**config.mk**
```make
export PLATFORM = sky130hd
export DESIGN_NAME = tournament_chooser_table
export DESIGN_NICKNAME = d
export VERILOG_FILES = /design/src/rtl/tournament_chooser_table.sv
export SDC_FILE = /design/constraint.sdc
export NUM_CORES = 1
export LEC_CHECK = 0
export ABC_CLOCK_PERIOD_IN_PS = 6200
export BUFFER_PORTS_ARGS = -buffer_cell sky130_fd_sc_hd__buf_2
export CORE_MARGIN = 2
export CORE_UTILIZATION = 52
export CTS_CLUSTER_DIAMETER = 50
export DETAILED_ROUTE_END_ITERATION = 10
export PLACE_DENSITY = 0.76
export SLEW_MARGIN = 15
export SYNTH_ARGS = -nofsm -noshare
export SYNTH_HDL_FRONTEND = slang
export SYNTH_SLANG_ARGS = --single-unit
```
**constraint.sdc**
```tcl
create_clock -name clk -period 6.2 [get_ports clk]
set_input_delay 0.62 -clock clk [delete_from_list [all_inputs] [get_ports clk]]
set_output_delay 0.62 -clock clk [all_outputs]
set_load 0.005 [all_outputs]
```
**src/rtl/tournament_chooser_table.sv**
```systemverilog
// Tournament chooser: table of saturating counters picking local vs global
// direction prediction per fetch PC, with reset sweep and bypassed lookup.
module tournament_chooser_table #(
   parameter int IDX_BITS = 6,
   parameter int CTR_BITS = 2,
   parameter int USE_GHR  = 0
) (
   input  logic                clk,
   input  logic                rst,
   input  logic                lookup_valid,
   input  logic [31:0]         lookup_pc,
   input  logic [IDX_BITS-1:0] lookup_ghr,
   output logic                resp_valid,
   output logic                choose_global,
   input  logic                upd_valid,
   input  logic [31:0]         upd_pc,
   input  logic [IDX_BITS-1:0] upd_ghr,
   input  logic                upd_local_pred,
   input  logic                upd_global_pred,
   input  logic                upd_taken,
   output logic                ready
);
   localparam int N = 1 << IDX_BITS;
   localparam logic [CTR_BITS-1:0] CI = {1'b0, {(CTR_BITS-1){1'b1}}};
   localparam logic [CTR_BITS-1:0] CMAX = '1;
   localparam logic [IDX_BITS-1:0] GMASK = (USE_GHR != 0) ? '1 : '0;

   typedef enum logic {S_INIT, S_RUN} state_t;

   state_t              state_q, state_d;
   logic [IDX_BITS-1:0] sweep_q, sweep_d;
   logic [CTR_BITS-1:0] ctr_q [N];
   logic [IDX_BITS-1:0] lk_idx, up_idx, wr_idx;
   logic [CTR_BITS-1:0] up_cur, up_new, wr_val, lk_val;
   logic                lc, gc, inc, dec, upd_en, wr_en;
   logic                unused_pc_bits;

   assign lk_idx = lookup_pc[IDX_BITS+1:2] ^ (lookup_ghr & GMASK);
   assign up_idx = upd_pc[IDX_BITS+1:2] ^ (upd_ghr & GMASK);
   assign unused_pc_bits = ^{lookup_pc[31:IDX_BITS+2], lookup_pc[1:0],
                             upd_pc[31:IDX_BITS+2], upd_pc[1:0]};
   assign ready = (state_q == S_RUN);

   // Move the counter toward whichever predictor alone was correct.
   always_comb begin
      lc = (upd_local_pred == upd_taken);
      gc = (upd_global_pred == upd_taken);
      inc = !lc && gc;
      dec = lc && !gc;
      up_cur = ctr_q[up_idx];
      up_new = up_cur;
      if (inc && up_cur != CMAX)
         up_new = up_cur + CTR_BITS'(1);
      else if (dec && up_cur != '0)
         up_new = up_cur - CTR_BITS'(1);
      upd_en = (state_q == S_RUN) && upd_valid && !rst;
   end

   // Next state, sweep pointer and the single table write port.
   always_comb begin
      state_d = state_q;
      sweep_d = sweep_q;
      wr_en = 1'b0;
      wr_idx = up_idx;
      wr_val = up_new;
      case (state_q)
         S_INIT: begin
            wr_en = 1'b1;
            wr_idx = sweep_q;
            wr_val = CI;
            sweep_d = sweep_q + IDX_BITS'(1);
            if (sweep_q == '1)
               state_d = S_RUN;
         end
         S_RUN: wr_en = upd_en;
         default: state_d = S_INIT;
      endcase
      if (rst) begin
         state_d = S_INIT;
         sweep_d = '0;
         wr_en = 1'b0;
      end
   end

   // Write-first read so a same-cycle update is visible to the lookup.
   always_comb begin
      lk_val = ctr_q[lk_idx];
      if (upd_en && up_idx == lk_idx)
         lk_val = up_new;
   end

   // FSM state and sweep pointer.
   always_ff @(posedge clk) begin
      if (rst) begin
         state_q <= S_INIT;
         sweep_q <= '0;
      end else begin
         state_q <= state_d;
         sweep_q <= sweep_d;
      end
   end

   // Registered lookup response; choice holds while no response is due.
   always_ff @(posedge clk) begin
      if (rst) begin
         resp_valid <= 1'b0;
         choose_global <= 1'b0;
      end else begin
         resp_valid <= lookup_valid;
         if (lookup_valid)
            choose_global <= (state_q == S_RUN) && lk_val[CTR_BITS-1];
      end
   end

   // Counter table storage, one entry written per cycle at most.
   always_ff @(posedge clk) begin
      if (wr_en)
         ctr_q[wr_idx] <= wr_val;
   end
endmodule
```
==> summary.md, run 1 <==
| Metric | Value |
|---|---|
| HPWL Detailed | `10.2 mm` |
| Worst hold path type | `input pin to register` |
| Avg Cell Area, Syn | `14.3 um^2` |
| DR DRC count | `0` |
| Startpoint Class | `input pin` |
| Initial antenna violation count | `0` |
| Pin count of the biggest net entering global routing | `65` |
| P_int | `1.81 mW` |
| Power Dens Cells | `302 nW/um^2` |
| Number of max-cap violations | `0` |
| Fin crit share | `75.3%` |
| Combinational share of power | `7.0%` |
| Post-synthesis sequential area ratio | `60.4%` |
| Relative slew margins | `39.4%` |
| Yosys warning count | `0` |
| VDD IR-drop max | `0.000193 V` |
| Average wire per standard cell | `23.9 um` |
| Ant diodes | `0` |
| Die Span Y | `117 um` |
| Routed WL | `16.0 mm` |
| Die width | `117 um` |
| Post-placement cell area | `6900 um^2` |
| Final Hold Slack | `0.442 ns` |
| First-pass GRT wire length | `23.6 mm` |
| Main synth FF type | `edfxtp_1` |
| GRT Util Overall | `24.2%` |
| CTS tree | `built` |
| Synthesized Nets | `551` |
| Ys async rst share | `0%` |
| Register share of total power | `44.0%` |
| Resize count post-CTS | `0` |
| Post-CTS setup buffer count | `0` |
| Starting density of the core | `53.0%` |
| Post-route insts no fill | `669` |
| Placed cells | `638` |
| Post-synth EDFFs | `128` |
| Core area | `12,600 um^2` |
| Worst path required time | `6.33 ns` |
| Total leakage power | `2.49 nW` |
| Worst skew pair latency | `0.42 ns` |
| Synth Instances | `465` |
| Slew at the pin closest to its max-slew limit | `0.910 ns` |
| Placer Congestion | `0.951` |
| Util after Layout | `60.1%` |
| FF+latch count, synth | `137` |
| P&R area growth vs syn | `13.3%` |
| Final setup fails | `0` |
| IO Pins | `86` |
| Sw frac | `20.6%` |
| Drt pass-1 iters | `7` |
| Slew Viols, Final | `0` |
| Final Cell Area | `7550 um^2` |
| Clock power share | `49.1%` |
| Worst setup EP type | `register` |
| Worst-path fanout max | `64` |
| Nets | `571` |
| Hold Violations, Final | `0` |
| Clock transition at path regs | `0.05 ns` |
| P_sw | `0.471 mW` |
| Grt total ovfl | `0` |
| CTS Hold Bufs | `0` |
| Rows | `41` |
| Vias in the first global route | `4,237` |
| Number of clock sinks | `137` |
| Die area | `13,700 um^2` |
| Vias per Instance | `6.52` |
| Clock root buffer | `clkbuf_16` |
| Arrival time at the worst endpoint | `4.80 ns` |
| Deepest clock path buffer count | `2` |
| Via count | `4,365` |
| IO buf count | `21` |
| Tmin final | `4.67 ns` |
| Setup TNS | `0 ns` |
| Critical setup path kind | `input pin to register` |
| Inserted Clock Buffers | `17` |
| Worst clock skew | `0.00696 ns` |
| H-tree levels | `4` |
| Unrepaired setup endpoints after global routing | `false` |
| Unique cell type count in the Yosys netlist | `50` |
| FF-to-FF setup slack | `2.17 ns` |
| Post-route ant nets | `0` |
| Result of the run | `complete, no violations` |
| Max Fclk | `214 MHz` |
| Initial DRC Count | `641` |
| Cell Area, Synth | `6670 um^2` |
| Share of cells above drive strength 1 | `19.3%` |
path summary, 6_finish.rpt:
kind	cells past startpoint	to	start
worst max-delay path	13	ctr_q[39][1]$_DFFE_PP_	upd_pc[2]
worst min-delay path	2	resp_valid$_SDFF_PP0_	lookup_valid
worst max register to register	13	ctr_q[39][1]$_DFFE_PP_	ctr_q[5][1]$_DFFE_PP_
worst min register to register	2	sweep_q[5]$_SDFFE_PP0N_	sweep_q[5]$_SDFFE_PP0N_
critical path, stage by stage:
cell and delay (ns):
buf_2 0.69, buf_4 0.32, mux4_1 0.67, a22oi_1 0.22, a211oi_1 0.14, nor4_4 0.42
ha_1 0.38, nor3_1 0.16, a31oi_1 0.07, o22ai_1 0.29, nand2_1 0.15, o21ai_4 0.10
buf_4 0.50
per-layer routing:
layer,GRT usage [%],wire (um),vias up
li1,-,-,1873
met1,30.8,6090,2190
met2,38.4,7820,260
met3,7.62,1600,42
met4,11.1,505,0
met5,0,0,-
logic make-up after synthesis:
family | share of synthesized area, %
buffers and inverters | 2.33
AO/OA/AOI/OAI | 5.59
XOR/XNOR | 1.45
flip-flops | 60.4
multiplexers | 18.1
AND/OR/NAND/NOR | 11.6
adder cells (fa/ha/maj) | 0.563
cell usage in the layout (no fill, tap or decap), types with 7 or more instances in the layout:
cell type and n:
nand2b_1 7, clkbuf_16 17, inv_1 7, a21oi_1 10, nand3_1 19, nor2_1 73, a22oi_1 12, nor3_1 10
dfxtp_1 9, nor2b_1 9, nand2_1 18, mux4_1 8, mux2i_1 23, buf_2 21, mux4_2 31, edfxtp_1 128
area by class of cell:
type,count,area (um^2)
tap,172,215
inverter,7,26.3
multi-input combinational,297,2500
fill,929,5010
sequential,137,4020
clock inverter,13,226
timing repair buffer,25,135
clock buffer,18,429
cells in the mapped netlist (4+ instances only):
| cell type | number | share of area (%) |
|---|---|---|
| a211oi_1 | 5 | 0.56 |
| a21oi_1 | 10 | 0.75 |
| a22oi_1 | 12 | 1.4 |
| a31oi_1 | 4 | 0.38 |
| and2_1 | 4 | 0.38 |
| buf_1 | 4 | 0.23 |
| buf_2 | 6 | 0.45 |
| clkbuf_1 | 10 | 0.56 |
| dfxtp_1 | 9 | 2.7 |
| edfxtp_1 | 128 | 58 |
| inv_1 | 7 | 0.39 |
| mux2_2 | 6 | 1.0 |
| mux2i_1 | 23 | 3.5 |
| mux4_1 | 8 | 3.2 |
| mux4_2 | 31 | 10 |
| nand2_1 | 18 | 1.0 |
| nand2b_1 | 7 | 0.66 |
| nand3_1 | 19 | 1.4 |
| nand4_1 | 4 | 0.38 |
| nor2_1 | 73 | 4.1 |
| nor2b_1 | 9 | 0.84 |
| nor3_1 | 10 | 0.75 |
| o21ai_0 | 5 | 0.38 |
| xnor2_1 | 5 | 0.66 |
| xor2_1 | 6 | 0.79 |
power groups by stage:
stage	combinational, mW	clock, mW	sequential, mW
final	0.159	1.12	1.00
after global routing	0.169	1.17	1.00
after CTS	0.156	1.13	1.00
after detailed placement	0.155	0	1.02
after global placement	0.149	0	1.02
after floorplan	0.114	0	1.02
stage by stage:
step	setup WS, ns	power, mW
after floorplan	0.179	1.13
after global placement	1.31	1.17
after detailed placement	1.22	1.18
after CTS	1.59	2.29
after global routing	1.30	2.34
final	1.53	2.28
sequential cells by signal, summed over array words and instances, names as in the netlist:
| signal | flops |
|---|---|
| choose_global | 1 |
| resp_valid | 1 |
| ctr_q | 128 |
| ready | 1 |
| sweep_q | 6 |
Power figures use the tool's default switching activity.
==> run 2, diff against run 1 <==
--- a/config.mk
+++ b/config.mk
@@ -5,13 +5,14 @@
 export SDC_FILE = /design/constraint.sdc
 export NUM_CORES = 1
 export LEC_CHECK = 0
-export ABC_CLOCK_PERIOD_IN_PS = 6200
+export ABC_AREA = 1
+export ABC_CLOCK_PERIOD_IN_PS = 4250
 export BUFFER_PORTS_ARGS = -buffer_cell sky130_fd_sc_hd__buf_2
 export CORE_MARGIN = 2
-export CORE_UTILIZATION = 52
+export CORE_UTILIZATION = 53
 export CTS_CLUSTER_DIAMETER = 50
 export DETAILED_ROUTE_END_ITERATION = 10
-export PLACE_DENSITY = 0.76
+export PLACE_DENSITY = 0.77
 export SLEW_MARGIN = 15
 export SYNTH_ARGS = -nofsm -noshare
 export SYNTH_HDL_FRONTEND = slang
==> constraint.sdc (replaced) <==
create_clock -name clk -period 4.25 [get_ports clk]
set_input_delay 0.425 -clock clk [delete_from_list [all_inputs] [get_ports clk]]
set_output_delay 0.425 -clock clk [all_outputs]
set_load 0.005 [all_outputs]
==> summary.md, run 2 <==
| Metric | Value |
|---|---|
| Biggest register | `ctr_q (unchanged)` |
| Synthesized Nets | `836 (was 551)` |
| Nets | `848 (was 571)` |
| Post-synthesis mux area share | `0% (was 18.1%)` |
| Max reg flops | `128 (unchanged)` |
| Main synth FF type | `edfxtp_1 (unchanged)` |
| Die width | `117 um (about the same)` |
| Worst hold path type | `input pin to register (unchanged)` |
| Final setup fails | `0 (unchanged)` |
| Top cells by count, synth | `nand2_1, edfxtp_1, nor2_1, nand3_1, o21ai_0 (was edfxtp_1, nor2_1, mux4_2, mux2i_1, nand3_1)` |
| Yosys top cell by area | `edfxtp_1 (unchanged)` |
| Die Span Y | `117 um (about the same)` |
| Fin crit share | `75.9%` |
| DR DRC count | `0 (unchanged)` |
| Slew at the pin closest to its max-slew limit | `0.901 ns (was 0.910 ns)` |
| Worst path slowest cell | `inv_2 (was buf_2)` |
| Synth Area in Simple Gates | `25.5% (was 11.6%)` |
| Result of the run | `complete, no violations (unchanged)` |
| GRT Util Overall | `27.0% (was 24.2%)` |
| Synth Instances | `750 (was 465)` |
| HPWL Detailed | `11.4 mm (was 10.2 mm)` |
| Initial antenna violation count | `0 (unchanged)` |
| Average wire per standard cell | `19.6 um (was 23.9 um)` |
| CTS tree | `built (unchanged)` |
| Hold Violations, Final | `0 (unchanged)` |
| Avg Cell Area, Syn | `9.10 um^2 (was 14.3 um^2)` |
| Unique cell type count in the Yosys netlist | `30 (was 50)` |
| First-pass GRT wire length | `28.8 mm (was 23.6 mm)` |
| Ant diodes | `0 (unchanged)` |
| Initial DRC Count | `699 (was 641)` |
| Share of cells above drive strength 1 | `10.3% (was 19.3%)` |
| Startpoint Class | `input pin (unchanged)` |
| Relative slew margins | `39.9% (was 39.4%)` |
| Worst path required time | `4.49 ns (was 6.33 ns)` |
| Max Fclk | `310 MHz` |
| Worst-path fanout max | `33 (was 64)` |
| Vias per Instance | `6.22 (was 6.52)` |
| Ys async rst share | `0% (unchanged)` |
| Resize count post-CTS | `0 (unchanged)` |
| Count leader, synth | `nand2_1 (was edfxtp_1)` |
| Adder-cell share of the synthesized area | `0.550% (was 0.563%)` |
| Tmin final | `3.22 ns` |
| VDD IR-drop max | `0.000265 V (was 0.000193 V)` |
| Post-route ant nets | `0 (unchanged)` |
| Worst skew pair latency | `0.42 ns (about the same)` |
| Placer Congestion | `0.945 (was 0.951)` |
| Critical path, cell by cell | `buf_2 > inv_2 > buf_4 > o21ai_0 > o22ai_1 > o21ai_0 > o211ai_1 > nand3_1 > nand2_1 > inv_1 > ha_1 > nor2_1 > inv_1 > nand3_1 > nand2_1 > a21oi_4 > buf_4 (was buf_2 > buf_4 > mux4_1 > a22oi_1 > a211oi_1 > nor4_4 > ha_1 > nor3_1 > a31oi_1 > o22ai_1 > nand2_1 > o21ai_4 > buf_4)` |
| CTS Hold Bufs | `0 (unchanged)` |
| Number of clock sinks | `137 (unchanged)` |
| Clock root buffer | `clkbuf_16 (unchanged)` |
| IO buf count | `21 (unchanged)` |
| Largest family of logic cells by synthesized area | `simple AND/OR/NAND/NOR gates (was multiplexers)` |
| Buf+Inv Stages, Crit Path | `6 (was 3)` |
| Die area | `13,800 um^2 (was 13,700 um^2)` |
| Regs by FF count | `ctr_q (128), sweep_q (6) (unchanged)` |
| Util after Layout | `60.9% (was 60.1%)` |
| Top cells by area, synth | `edfxtp_1, nand2_1, nand3_1 (was edfxtp_1, mux4_2, nor2_1)` |
| Arrival time at the worst endpoint | `3.46 ns (was 4.80 ns)` |
| FILL cells | `1,027 (was 929)` |
| Pin count of the biggest net entering global routing | `49 (was 65)` |
| Commonest non-fill, non-tap cells in the layout | `nand2_1, edfxtp_1, nor2_1, nand3_1, o21ai_0 (was edfxtp_1, nor2_1, mux4_2, mux2i_1, buf_2)` |
| Core area | `12,600 um^2 (about the same)` |
| Unrepaired setup endpoints after global routing | `false (unchanged)` |
| Yosys warning count | `0 (unchanged)` |
| Post-CTS setup buffer count | `0 (unchanged)` |
| Via count | `5,893 (was 4,365)` |
| Post-synthesis compound-gate area fraction | `8.49% (was 5.59%)` |
| Cell Area, Synth | `6830 um^2 (was 6670 um^2)` |
| Most common cell after layout, fill and taps aside | `nand2_1 (was edfxtp_1)` |
| P&R area growth vs syn | `12.6% (was 13.3%)` |
| Clock transition at path regs | `0.06 ns (was 0.05 ns)` |
| Vias in the first global route | `5,702 (was 4,237)` |
| Worst clock skew | `0.0115 ns (was 0.00696 ns)` |
| Grt total ovfl | `0 (unchanged)` |
| Synth top area share | `56.3% (was 57.7%)` |
| Slew Viols, Final | `0 (unchanged)` |
| IO Pins | `86 (unchanged)` |
| H-tree levels | `4 (unchanged)` |
| Worst path top cell family by delay | `buffers and inverters (unchanged)` |
| Largest stage delay, worst path | `0.53 ns (was 0.69 ns)` |
| XOR/XNOR Fraction of Synth Area | `0.641% (was 1.45%)` |
| Worst setup EP type | `register (unchanged)` |
| Deepest clock path buffer count | `2 (unchanged)` |
| Inserted Clock Buffers | `17 (unchanged)` |
| Area of the multi-input gates | `2420 um^2 (was 2500 um^2)` |
| Routed WL | `18.5 mm (was 16.0 mm)` |
| Rows | `41 (unchanged)` |
| Total leakage power | `2.84 nW (was 2.49 nW)` |
| Number of max-cap violations | `0 (unchanged)` |
| Power Dens Cells | `424 nW/um^2 (was 302 nW/um^2)` |
| Setup TNS | `0 ns (unchanged)` |
| Post-synth EDFFs | `128 (unchanged)` |
| Post-synthesis sequential area ratio | `58.9% (was 60.4%)` |
| Starting density of the core | `54.1% (was 53.0%)` |
| Critical setup path kind | `input pin to register (unchanged)` |
| FF+latch count, synth | `137 (unchanged)` |
| Drt pass-1 iters | `7 (unchanged)` |
| Register Area | `4020 um^2 (unchanged)` |
run 2: cell types whose count changed after synthesis, moves of 14 or more:
| cell | before | now |
|---|---|---|
| nand2_1 | 18 | 160 |
| nand3_1 | 19 | 104 |
| o21ai_0 | 5 | 57 |
| nor2_1 | 73 | 124 |
| inv_1 | 7 | 40 |
| mux4_2 | 31 | 0 |
| mux2i_1 | 23 | 0 |
| buf_2 | 6 | 26 |
| o22ai_1 | 3 | 17 |
run 2: path summary, 6_finish.rpt:
path | endpoint | cells past startpoint | slack, ns | start
min | resp_valid$_SDFF_PP0_ | 3 | 0.25 | lookup_valid
max reg2reg | ctr_q[23][0]$_DFFE_PP_ | 4 | 1.21 | ready$_SDFF_PP0_
max | ctr_q[37][1]$_DFFE_PP_ | 17 | 1.03 | upd_pc[2]
min reg2reg | choose_global$_SDFFE_PP0P_ | 2 | 0.47 | choose_global$_SDFFE_PP0P_
run 2: cells by family (layout without fill, tap and decap cells):
| kind of cell | count (synthesis) | count (layout) |
|---|---|---|
| AND/OR/NAND/NOR | 412 | 412 |
| adder cells (fa/ha/maj) | 3 | 3 |
| AO/OA/AOI/OAI | 106 | 106 |
| flip-flops | 137 | 137 |
| buffers and inverters | 87 | 112 |
| XOR/XNOR | 5 | 5 |
run 2: final cells by class:
cell class / count / share of cell area, %
Clock buffer: 18 / 5.58
Clock inverter: 14 / 2.46
Inverter: 47 / 2.30
Multi-Input combinational cell: 526 / 31.5
Sequential cell: 137 / 52.4
Tap cell: 172 / 2.80
Timing Repair Buffer: 33 / 3.03
run 2: routing by layer:
layer	wire length [um]	global-route usage, %	share of wire [%]	vias up
met5	0	0	0	-
met4	1070	16.4	5.8	0
met3	2040	6.88	11	104
met2	8720	45.0	47	433
met1	6710	31.6	36	2742
li1	-	-	-	2614
run 2: report_power, final:
group	switching [mW]	internal, mW
Clock	0.599	0.940
Combinational	0.183	0.0734
Sequential	0.00405	1.46
Total	0.787	2.47
run 2: per-stage QoR:
step                      instance area, um^2  std cells  worst slack (ns)  total power [mW]  hold slack (ns)
final                                    7680        947              1.03              3.26            0.250
after global routing                     7680        947             0.827              3.34            0.264
after CTS                                7680        947              1.13              3.25            0.243
after detailed placement                 7070        915             0.722              1.74            0.463
after global placement                   7070        915             0.774              1.73            0.451
after floorplan                          6830        750             0.754              1.66            0.447
run 2: worst register-to-register path, cell delays in order (launching register included):
cell	delay (ns)
dfxtp_1	0.80
inv_1	0.32
o21ai_2	0.50
nand4_1	0.68
nor2_1	0.41
